<file path="config.mk">
export PLATFORM = sky130hd
export DESIGN_NAME = ibex_avalon_arbiter
export DESIGN_NICKNAME = d
export VERILOG_FILES = /design/src/rtl/ibex_avalon_arbiter.sv
export SDC_FILE = /design/constraint.sdc
export NUM_CORES = 1
export LEC_CHECK = 0
export ABC_AREA = 1
export BUFFER_PORTS_ARGS = -buffer_cell sky130_fd_sc_hd__buf_2
export CAP_MARGIN = 20
export CORE_MARGIN = 2
export CORE_UTILIZATION = 35
export DETAILED_ROUTE_END_ITERATION = 8
export PLACE_DENSITY = 0.73
export SLEW_MARGIN = 5
export SYNTH_ARGS = -nofsm -noshare
export SYNTH_HDL_FRONTEND = slang
export SYNTH_SLANG_ARGS = --single-unit
</file>
<file path="constraint.sdc">
create_clock -name clk_i -period 4.05 [get_ports clk_i]
set_input_delay 0.81 -clock clk_i [delete_from_list [all_inputs] [get_ports clk_i]]
set_output_delay 0.81 -clock clk_i [all_outputs]
set_load 0.01 [all_outputs]
</file>
<file path="src/rtl/ibex_avalon_arbiter.sv">
// Merges the ibex instruction-fetch and data req/gnt/rvalid ports onto one Avalon-MM master,
// routing read responses back in order. Define ARB_ROUND_ROBIN_EN for round-robin arbitration.
module ibex_avalon_arbiter #(
    parameter int MaxOutstanding = 2,
    parameter int AddrWidth      = 32
) (
    input  logic                 clk_i,
    input  logic                 rst_i,

    input  logic                 instr_req_i,
    input  logic [31:0]          instr_addr_i,
    output logic                 instr_gnt_o,
    output logic                 instr_rvalid_o,
    output logic [31:0]          instr_rdata_o,
    output logic                 instr_err_o,

    input  logic                 data_req_i,
    input  logic                 data_we_i,
    input  logic [3:0]           data_be_i,
    input  logic [31:0]          data_addr_i,
    input  logic [31:0]          data_wdata_i,
    output logic                 data_gnt_o,
    output logic                 data_rvalid_o,
    output logic [31:0]          data_rdata_o,
    output logic                 data_err_o,

    output logic [AddrWidth-1:0] avm_address,
    output logic [3:0]           avm_byteenable,
    output logic                 avm_read,
    output logic                 avm_write,
    output logic [31:0]          avm_writedata,
    input  logic [31:0]          avm_readdata,
    input  logic                 avm_waitrequest,
    input  logic                 avm_readdatavalid,
    input  logic [1:0]           avm_response,

    output logic [1:0]           dbg_state
);

    typedef enum logic [1:0] {
        IDLE  = 2'd0,
        ISSUE = 2'd1,
        WRESP = 2'd2
    } state_e;

    localparam int   PtrW        = (MaxOutstanding > 1) ? $clog2(MaxOutstanding) : 1;
    localparam int   CntW        = $clog2(MaxOutstanding + 1);
    localparam logic OWNER_INSTR = 1'b0;
    localparam logic OWNER_DATA  = 1'b1;

    state_e state_q, state_d;
    logic   owner_q;

    logic [MaxOutstanding-1:0] id_mem;
    logic [PtrW-1:0]           wr_ptr_q, rd_ptr_q;
    logic [CntW-1:0]           cnt_q;

    logic fifo_full, fifo_empty;
    logic instr_elig, data_elig, arb_valid, pick_data;
    logic issue_done, wresp, push, push_ok, pop, head_id;
    logic rsp_instr, rsp_data;

    function automatic logic [PtrW-1:0] next_ptr(input logic [PtrW-1:0] p);
        if (p == PtrW'(MaxOutstanding - 1)) return '0;
        return p + 1'b1;
    endfunction

    assign fifo_full  = (cnt_q == CntW'(MaxOutstanding));
    assign fifo_empty = (cnt_q == '0);

    // Writes wait for an empty ID FIFO so no write can overtake an outstanding read.
    assign instr_elig = instr_req_i && !fifo_full;
    assign data_elig  = data_req_i && (data_we_i ? fifo_empty : !fifo_full);
    assign arb_valid  = instr_elig || data_elig;

`ifdef ARB_ROUND_ROBIN_EN
    logic rr_ptr_q;

    always_ff @(posedge clk_i) begin
        if (rst_i) begin
            rr_ptr_q <= OWNER_DATA;
        end else if (issue_done) begin
            rr_ptr_q <= ~owner_q;
        end
    end

    assign pick_data = data_elig && (!instr_elig || (rr_ptr_q == OWNER_DATA));
`else
    assign pick_data = data_elig;
`endif

    // Handshake: a requester holds req and its fields until gnt; gnt is the single cycle the
    // Avalon slave accepts the command (avm_read/avm_write high with avm_waitrequest low).
    assign issue_done = (state_q == ISSUE) && !avm_waitrequest;

    always_ff @(posedge clk_i) begin
        if (rst_i) begin
            state_q <= IDLE;
        end else begin
            state_q <= state_d;
        end
    end

    always_comb begin
        state_d     = state_q;
        instr_gnt_o = 1'b0;
        data_gnt_o  = 1'b0;
        wresp       = 1'b0;
        case (state_q)
            IDLE: begin
                if (arb_valid) state_d = ISSUE;
            end
            ISSUE: begin
                if (!avm_waitrequest) begin
                    instr_gnt_o = (owner_q == OWNER_INSTR);
                    data_gnt_o  = (owner_q == OWNER_DATA);
                    state_d     = avm_write ? WRESP : IDLE;
                end
            end
            WRESP: begin
                wresp   = 1'b1;
                state_d = IDLE;
            end
            default: state_d = IDLE;
        endcase
    end

    assign dbg_state = state_q;

    always_ff @(posedge clk_i) begin
        if (rst_i) begin
            owner_q        <= OWNER_INSTR;
            avm_address    <= '0;
            avm_byteenable <= '0;
            avm_read       <= 1'b0;
            avm_write      <= 1'b0;
            avm_writedata  <= '0;
        end else if ((state_q == IDLE) && arb_valid) begin
            owner_q <= pick_data;
            if (pick_data) begin
                avm_address    <= data_addr_i[AddrWidth-1:0];
                avm_byteenable <= data_be_i;
                avm_read       <= !data_we_i;
                avm_write      <= data_we_i;
                avm_writedata  <= data_wdata_i;
            end else begin
                avm_address    <= instr_addr_i[AddrWidth-1:0];
                avm_byteenable <= 4'hF;
                avm_read       <= 1'b1;
                avm_write      <= 1'b0;
                avm_writedata  <= '0;
            end
        end else if (issue_done) begin
            avm_read  <= 1'b0;
            avm_write <= 1'b0;
        end
    end

    // Each accepted read records its owner; responses return in issue order.
    assign push    = issue_done && avm_read;
    assign pop     = avm_readdatavalid && !fifo_empty;
    assign push_ok = push && (!fifo_full || pop);
    assign head_id = id_mem[rd_ptr_q];

    always_ff @(posedge clk_i) begin
        if (rst_i) begin
            id_mem   <= '0;
            wr_ptr_q <= '0;
            rd_ptr_q <= '0;
            cnt_q    <= '0;
        end else begin
            if (push_ok) begin
                id_mem[wr_ptr_q] <= owner_q;
                wr_ptr_q         <= next_ptr(wr_ptr_q);
            end
            if (pop) begin
                rd_ptr_q <= next_ptr(rd_ptr_q);
            end
            case ({push_ok, pop})
                2'b10:   cnt_q <= cnt_q + 1'b1;
                2'b01:   cnt_q <= cnt_q - 1'b1;
                default: cnt_q <= cnt_q;
            endcase
        end
    end

    assign rsp_instr = pop && (head_id == OWNER_INSTR);
    assign rsp_data  = pop && (head_id == OWNER_DATA);

    assign instr_rvalid_o = rsp_instr;
    assign instr_rdata_o  = rsp_instr ? avm_readdata : 32'h0;
    assign instr_err_o    = rsp_instr && (avm_response != 2'b00);

    assign data_rvalid_o  = rsp_data || wresp;
    assign data_rdata_o   = rsp_data ? avm_readdata : 32'h0;
    assign data_err_o     = rsp_data && (avm_response != 2'b00);

`ifndef SYNTHESIS
    // Responses to reads dropped by a reset may still arrive; only unexplained ones are flagged.
    logic [3:0] stray_budget;
    logic [3:0] strays_at_rst;

    assign strays_at_rst = 4'(cnt_q) + {3'b000, (state_q == ISSUE) && avm_read};

    always_ff @(posedge clk_i) begin
        if (rst_i) begin
            if (strays_at_rst > stray_budget) stray_budget <= strays_at_rst;
        end else if (avm_readdatavalid && fifo_empty) begin
            assert (stray_budget != 4'd0)
            else $error("avm_readdatavalid with no outstanding read");
            if (stray_budget != 4'd0) stray_budget <= stray_budget - 4'd1;
        end
    end
`endif

endmodule

</file>
* Word-level counts from Yosys, hierarchy flattened
Index checks and enable logic that the tools add are counted.
Storage, ports and cells: register bits 79, output and inout port bits 142, logic and storage cells 88
Cells by class: add/subtract/negate cells 4, order comparisons 3, equal/unequal tests 7, multiplexer cells 36, bitwise operators 2, reductions and logical operators 25
Operators by type and width (count):
- two-way mux 32 bit | 4
- two-way mux 1 bit | 24
- logical AND 1 bit | 12
- one-hot mux 2 bit (2 select lines) | 2
- == test 2 bit, second input constant | 3
- two-way mux 2 bit | 3
- nonzero test 2 bit | 3
- == test 2 x 1 -> 1 bit, second input constant | 2
- logical NOT 1 bit | 4
- logical NOT 2 bit | 2
- less-than comparator 1 x 2 -> 1 bit, second input constant | 2
- two-way mux 4 bit | 1
- != test 2 bit, second input constant | 2
- logical OR 1 bit | 3
- adder 1 bit, second input constant | 2
- adder 2 x 1 -> 2 bit, second input constant | 1
- bitwise mux 2 bit | 1
- NOT 1 bit | 2
- AND reduction 2 bit | 1
- subtractor 2 x 1 -> 2 bit, second input constant | 1
- demux 1 bit (select 1 bit) | 1
- greater-or-equal comparator 1 bit, second input constant | 1

* Longest topological paths before layout
Gate-level depths: netlist (run 1).
depth in word-level cells 8, gate-level depth with buffers 12, mapped depth without buffers 12

* Worst setup path after synthesis (run 1)
OpenSTA, ideal clock, no wires.
path type input port to output port, start input port avm_readdatavalid, end output port instr_rdata_o[10], arrival 1.630 ns, required time 3.240 ns, path slack 1.610 ns, stages 7, cell sequence inv_1 a21oi_4 inv_1 nor2_2 inv_2 buf_2 nor2_1
Between the ends: longest elaborated chain between the ends 3
Ends and longest elaborated chain:
- start: declaration | RTL line 34 | input logic avm_readdatavalid,
- logical AND 1 bit | RTL line 161 | assign pop = avm_readdatavalid && !fifo_empty;
- named net pop | RTL line 60 | logic issue_done, wresp, push, push_ok, pop, head_id;
- logical AND 1 bit | RTL line 187 | assign rsp_instr = pop && (head_id == OWNER_INSTR);
- named net instr_rvalid_o | RTL line 13 | output logic instr_rvalid_o,
- two-way mux 32 bit | RTL line 191 | assign instr_rdata_o = rsp_instr ? avm_readdata : 32'h0;
- end: declaration | RTL line 14 | output logic [31:0] instr_rdata_o,
The timed path passes the listed nets, and every way through them passes these cells.

* Final worst setup path (run 1)
start input port avm_readdatavalid, end output port data_rdata_o[28]
Between the ends: longest elaborated chain between the ends 3
Ends and longest elaborated chain:
- logical AND 1 bit | RTL line 161
- named net pop | RTL line 60
- logical AND 1 bit | RTL line 188 | assign rsp_data = pop && (head_id == OWNER_DATA);
- two-way mux 32 bit | RTL line 195 | assign data_rdata_o = rsp_data ? avm_readdata : 32'h0;
- end: declaration | RTL line 24 | output logic [31:0] data_rdata_o,
The timed path passes the listed nets, and every way through them passes these cells.

==> results of run 1 <==
## layout make-up
class,count,area (um2),area share [%]
well taps,143,179,3.07
repair buffers,291,1510,25.9
clock buffers,10,239,4.10
clock inverters,6,68.8,1.18
inverters,95,357,6.12
flip-flops and latches,79,1580,27.2
multi-input cells,458,1890,32.5
## placed cells by master (no fill, tap or decap), types with 2 or more instances in the layout
cell,count
buf_2,282
nand2_1,216
nor2_1,142
inv_1,91
dfxtp_1,79
a21oi_1,42
nand3_1,37
o21ai_0,9
clkbuf_16,9
buf_4,7
nand4_1,4
inv_2,3
nor2_2,2
nand2_2,2
clkinv_4,2
## flip-flops by register name, summed over array words and instances (netlist names)
register and count:
rd_ptr_q 1, cnt_q 2, owner_q 1, avm_write 1
avm_address 32, id_mem 2, wr_ptr_q 1, avm_writedata 32
avm_byteenable 4, dbg_state 2, avm_read 1
## per-layer routing
layer	up-vias	global-route usage (%)	wire length [um]
li1	2517	-	-
met1	2005	20.8	5010
met2	172	36.3	6490
met3	20	4.46	847
met4	2	7.33	238
met5	-	0	14
## kinds of logic (layout without fill, tap and decap cells)
group	count (synthesis)	after routing
AND/OR/NAND/NOR	405	405
flip-flops	79	79
AO/OA/AOI/OAI	52	52
buffers and inverters	133	402
adder cells (fa/ha/maj)	1	1
## metrics by stage
stage | area, um2 | power, mW | utilization, % | hold slack (ns)
detailed placement | 5490 | 1.49 | 48.3 | 0.446
CTS | 5800 | 2.32 | 51.0 | 0.458
global route | 5820 | 2.43 | 51.2 | 0.466
finish | 5820 | 2.29 | 51.2 | 0.456
global placement | 5470 | 1.48 | 48.1 | 0.445
floorplan | 4050 | 1.28 | - | 0.439
## power groups by stage
stage / Sequential (mW) / Clock (mW) / Combinational [mW]
after floorplan: 0.954 / 0 / 0.326
after global placement: 0.913 / 0 / 0.572
after detailed placement: 0.916 / 0 / 0.575
after CTS: 0.900 / 0.840 / 0.579
after global routing: 0.911 / 0.871 / 0.643
final: 0.900 / 0.820 / 0.571
## how the worst min path moves through the flow
stage / startpoint / to / cells after the start
2_1_floorplan: rd_ptr_q / rd_ptr_q / 1
3_3_place_gp: avm_writedata[28] / avm_writedata[28] / 2
3_5_place_dp: avm_write / dbg_state[1] / 2
4_1_cts: avm_write / dbg_state[1] / 2
5_1_grt: avm_write / dbg_state[1] / 2
6_report: avm_write / dbg_state[1] / 2
## critical path: stages
cell	delay, ns
buf_2	0.08
inv_1	0.06
a21oi_4	0.15
nand2_1	0.27
buf_16	0.26
nor2_1	0.11
buf_2	0.14
==> impl_results.md, run 1 <==
* Status: finished clean
* Fin crit period at 2.70 ns
* Synth area leader: dfxtp_1
* Compound-Gate Fraction of Synth Area at 6.71%
* Initial antenna violation count at 1
* # clock sinks at 79
* Total Routed Length at 12,600 um
* P_int at 1.58 mW
* Final nets at 1,076
* Synth Area in XOR/XNOR at 0%
* Reg2Reg Setup Slack at 2.18 ns
* Sw Pwr at 0.711 mW
* Clock-pin slew on the worst setup and hold paths at 0.06 ns
* Synth async-reset ratio at 0%
* Register area share after synthesis at 39.1%
* IO Pins at 283
* # Max-Cap Violations at 0
* Port bufs at 282
* DPL Wire Length at 9450 um
* Most used DFF post-synth: dfxtp_1
* Top cells by count, synth: 216 x nand2_1, 142 x nor2_1, 91 x inv_1, 79 x dfxtp_1, 42 x a21oi_1
* CTS buffer count at 9
* Clock Tree Buf Depth at 2
* Root Buffer: clkbuf_16
* Simple-Gate Fraction of Synth Area at 39.5%
* Reg-to-Reg End: avm_address[12]
* Hold Vio Cnt, Final at 0
* First drt pass iteration count at 4
* Worst Tran Pin Value at 0.688 ns
* Synth Net Count at 812
* Synth area leaders: dfxtp_1 39%, nand2_1 20%, nor2_1 13%
* Net Sw Frac at 31.0%
* Resized Gates After CTS at 0
* Final Cycle Share at 66.8%
* Cells after synthesis at 670
* Combinational Power Share at 24.9%
* # fillers at 1,188
* Post-placement cell count at 1,065
* GP Congestion at 0.828
* Cell area power density at 393 nW/um2
* Iter 0 DRT Violations at 190
* Crit path max fanout at 26
* Vias in the first global route at 4,183
* Rel. slew slack at 54.1%
* Post-Synthesis Cell Area at 4050 um2
* Critical Setup Path Class: primary input to primary output
* Total negative slack at 0 ns
* Diode count at 0
* Row count at 39
* Final worst setup slack at 1.35 ns
* Area delta synth->final at 43.8%
* DRC at 0
* Maximum VDD drop at 0.000223 V
* Synth warn at 0
* Post-synthesis cell type count at 20
* First-pass GRT wire length at 19,700 um
* Die footprint at 12,400 um2
* Count leader, synth: nand2_1
* Grt ovf at 0
* Syn Area/Cell at 6.04 um2
* Post-route antenna net violation count at 0
* Worst skew pair latency at 0.33 ns
* # setup viols final at 0
* Hold bufs inserted after CTS at 0
* Core Footprint at 11,400 um2
* FF-to-FF path depth at 8
* Worst flop-to-flop path startpoint: cnt_q[0]
* CP Launch Type: primary input
* Min-Delay Path Class: register to register
* Dpl ws at 0.999 ns
* Share of Yosys cell area claimed by the top area cell type at 39.1%
* Skew final at 0.00773 ns
* Routed len/inst at 11.6 um
* Initial Utilization at 35.6%
* Critical Path AT at 1.89 ns
* RSZ-0062 raised after global routing: no
* CTS tree: yes
* Synthesized flop and latch total at 79
* Postcts setup bufs at 0
* Main combinational cell family by area after synthesis: simple AND/OR/NAND/NOR gates
* Total number of vias at 4,716
* Layout cell share with drive strength beyond 1 at 33.8%
* Worst setup path endpoint: data_rdata_o[28]
* Largest net degree at the start of global routing at 71
* Crit path required time at 3.24 ns
* Die span in y at 112 um
* Worst setup EP type: primary output
* Leakage power at 3.52 nW
* EDFF count, synth at 0
* Final Max Slew Viols at 0
* CTS H-tree lvls at 3
* Reg power frac at 39.3%
* F_max at 0.370 GHz
* CP Launch Point: avm_readdatavalid
* Post-DR vias/cell at 4.36
* Synth Area in Adders at 0.309%
* Final Non-Filler Cells at 1,082
* Multiplexer share of the synthesized area at 0%
* Global-route usage over all layers at 19.2%
* Clock Power Share at 35.8%
* Die width at 112 um
Power figures use the tool's default switching activity.
==> inputs of run 2 (changes only) <==
--- a/config.mk
+++ b/config.mk
@@ -5,12 +5,12 @@
 export SDC_FILE = /design/constraint.sdc
 export NUM_CORES = 1
 export LEC_CHECK = 0
-export ABC_AREA = 1
+export ABC_AREA = 0
 export BUFFER_PORTS_ARGS = -buffer_cell sky130_fd_sc_hd__buf_2
 export CAP_MARGIN = 20
-export CORE_MARGIN = 2
-export CORE_UTILIZATION = 35
+export CORE_AREA = 2 2 109 111
 export DETAILED_ROUTE_END_ITERATION = 8
+export DIE_AREA = 0 0 111 113
 export PLACE_DENSITY = 0.73
 export SLEW_MARGIN = 5
 export SYNTH_ARGS = -nofsm -noshare
==> constraint.sdc (replaced) <==
create_clock -name clk_i -period 2.4 [get_ports clk_i]
set_input_delay 0.48 -clock clk_i [delete_from_list [all_inputs] [get_ports clk_i]]
set_output_delay 0.48 -clock clk_i [all_outputs]
set_load 0.01 [all_outputs]
==> impl_results.md, run 2 <==
* Sw Pwr at 1.02 mW (+43%)
* Global-route usage over all layers at 19.6% (+0.36 points)
* Grt ovf at 0 (unchanged)
* Die footprint at 12,500 um2 (+0.79%)
* # fillers at 1,048 (-12%)
* Post-Synthesis Cell Area at 3670 um2 (-9.4%)
* Regs by FF count: avm_address x32, avm_writedata x32, avm_byteenable x4
* EDFF count, synth at 0 (unchanged)
* Diode count at 0 (unchanged)
* Die width at 111 um (-0.50%)
* Final Max Slew Viols at 0 (unchanged)
* Skew final at 0.00655 ns (-0.00118 ns)
* Most common cell after layout, fill and taps aside: buf_2
* Clock-pin slew on the worst setup and hold paths at 0.06 ns (about the same)
* Count leader, synth: dfxtp_1
* CTS tree: yes
* Total negative slack at 0 ns (unchanged)
* Cell area power density at 694 nW/um2 (+76%)
* Hold Vio Cnt, Final at 0 (unchanged)
* Iter 0 DRT Violations at 268 (+41%)
* Routed wl met3 at 1030 um (+21%)
* Root Buffer: clkbuf_16
* Final Non-Filler Cells at 754 (-30%)
* P_int at 2.82 mW (+78%)
* Crit path max-delay family: flip-flops
* CP Launch Type: register
* Net Sw Frac at 26.6% (-4.4 points)
* Synth async-reset ratio at 0% (unchanged)
* Combinational Power Share at 20.0% (-4.9 points)
* # clock sinks at 79 (unchanged)
* CTS buffer count at 9 (unchanged)
* CP bufs+invs at 2 (-2)
* Rel. slew slack at 69.3% (+15 points)
* Final Cycle Share at 94.2%
* Commonest cells after routing, fill and taps aside: 282 x buf_2, 79 x dfxtp_1, 36 x o221a_2
* Core Footprint at 11,300 um2 (-0.86%)
* # Max-Cap Violations at 0 (unchanged)
* Critical Setup Path Class: register to primary output
* First drt pass iteration count at 6 (+2)
* Reg power frac at 39.2% (about the same)
* Postcts setup bufs at 0 (unchanged)
* Cells after synthesis at 342 (-49%)
* # setup viols final at 0 (unchanged)
* GP Congestion at 0.815 (-1.6%)
* Worst skew pair latency at 0.33 ns (about the same)
* Status: finished clean
* Fin crit period at 2.26 ns
* Final nets at 748 (-30%)
* Initial antenna violation count at 0 (-1)
* Register area share after synthesis at 43.1% (+4.1 points)
* Layout cell share with drive strength beyond 1 at 58.4% (+25 points)
* Die span in y at 113 um (+1.3%)
* CTS H-tree lvls at 3 (unchanged)
* Synth area leaders: dfxtp_1 43%, o221a_2 11%, o41a_1 9.8%
* Most used DFF post-synth: dfxtp_1
* Clock Power Share at 40.9% (+5.1 points)
* Maximum VDD drop at 0.000475 V (+110%)
* F_max at 0.442 GHz
* First-pass GRT wire length at 20,300 um (+2.7%)
* Area delta synth->final at 50.7%
* Post-placement cell count at 738 (-31%)
* Synth area leader: dfxtp_1
* Vias in the first global route at 4,005 (-4.3%)
* Slowest cell delay on critical path at 0.37 ns (+0.10 ns)
* Critical Path AT at 1.78 ns (-0.11 ns)
* Wl on met1 at 5240 um (+4.7%)
* Top sig layer: met4
* Routed len/inst at 16.7 um (+43%)
* Min-Delay Path Class: primary input to register
* Worst hold margin at 0.358 ns (-0.0978 ns)
* Resized Gates After CTS at 0 (unchanged)
* Share of Yosys cell area claimed by the top area cell type at 43.1% (+4.1 points)
* Clock Tree Buf Depth at 2 (unchanged)
* Post-route antenna net violation count at 0 (unchanged)
* Critical-path top delay cell: dfxtp_1
* IO Pins at 283 (unchanged)
* Hold bufs inserted after CTS at 0 (unchanged)
* Initial Utilization at 32.5% (-3.1 points)
* Leakage power at 2.88 nW (-18%)
* Port bufs at 282 (unchanged)
* Worst Tran Pin Value at 0.459 ns (-0.229 ns)
* Crit path required time at 1.92 ns (-1.32 ns)
* DRC at 0 (unchanged)
* Top cells by count, synth: 79 x dfxtp_1, 36 x o221a_2, 34 x and2_1
* DPL Wire Length at 9100 um (-3.8%)
* Worst path cell trace: mux2_2 > nor3b_2 > buf_6 > and2_1 > buf_2
* RSZ-0062 raised after global routing: no
* Crit path max fanout at 34 (+31%)
* Syn Area/Cell at 10.7 um2 (+77%)
* Synthesized flop and latch total at 79 (unchanged)
* Total Routed Length at 12,600 um (-0.12%)
* Largest net degree at the start of global routing at 40 (-44%)
* Synth warn at 0 (unchanged)
* Row count at 39 (unchanged)
* Worst setup EP type: primary output
* Multi-input logic area at 1870 um2 (-0.93%)
* Total number of vias at 4,027 (-15%)
* Reg area at 1580 um2 (unchanged)
* Post-DR vias/cell at 5.34 (+23%)
* WL met2 at 6190 um (-4.7%)
* Post-synthesis cell type count at 46 (+130%)
* Synth Net Count at 484 (-40%)
-- run 2: worst paths after layout --
kind                   startpoint                end  slack (ns)  depth (start not counted)
setup / recovery         rd_ptr_q  instr_rdata_o[27]        0.14                          5
hold / removal    data_wdata_i[5]   avm_writedata[5]        0.36                          2
setup reg to reg     dbg_state[0]           cnt_q[1]        0.25                          5
hold reg to reg         avm_write       dbg_state[1]        0.46                          2
-- run 2: cells by family (layout without fill, tap and decap cells) --
kind of cell | count (synthesis) | in the layout | synth area share [%]
muxes | 3 | 3 | 0.853
AOI/OAI and AO/OA | 117 | 117 | 33.1
buffers and inverters | 46 | 315 | 5.83
DFF | 79 | 79 | 43.1
xor gates and xnor gates | 3 | 3 | 0.717
and+or+nand+nor | 93 | 93 | 16.0
adders and majority gates | 1 | 1 | 0.341
-- run 2: cell type report --
cell class,instances,area share [%]
clock buffer,9,4.08
clock inverter,7,2.20
inverter,3,0.204
multi-input combinational,217,33.9
sequential,79,28.6
tap,143,3.24
timing repair buffer,296,27.7
-- run 2: per-layer routing --
layer  up-vias  GRT usage (%)
li1       1907              -
met1      1913           23.2
met2       196           34.6
met3        11           6.37
met4         0           4.83
met5         -              0
-- run 2: stage by stage --
step                      setup WS (ns)  area (um2)  total power, mW  utilization, %
final                             0.139        5530             3.84            49.0
after CTS                        0.0839        5520             3.87            49.0
after global routing             0.0310        5530             4.01            49.0
after floorplan                   0.252        3670             1.95               -
after detailed placement         0.0836        5170             2.29            45.9
after global placement           0.0947        5170             2.27            45.9
-- run 2: power groups by stage --
stage	clock, mW	combinational (mW)	sequential (mW)
6_report	1.57	0.766	1.50
3_3_place_gp	0	0.750	1.52
3_5_place_dp	0	0.765	1.53
5_1_grt	1.66	0.835	1.52
2_1_floorplan	0	0.368	1.58
4_1_cts	1.61	0.767	1.50
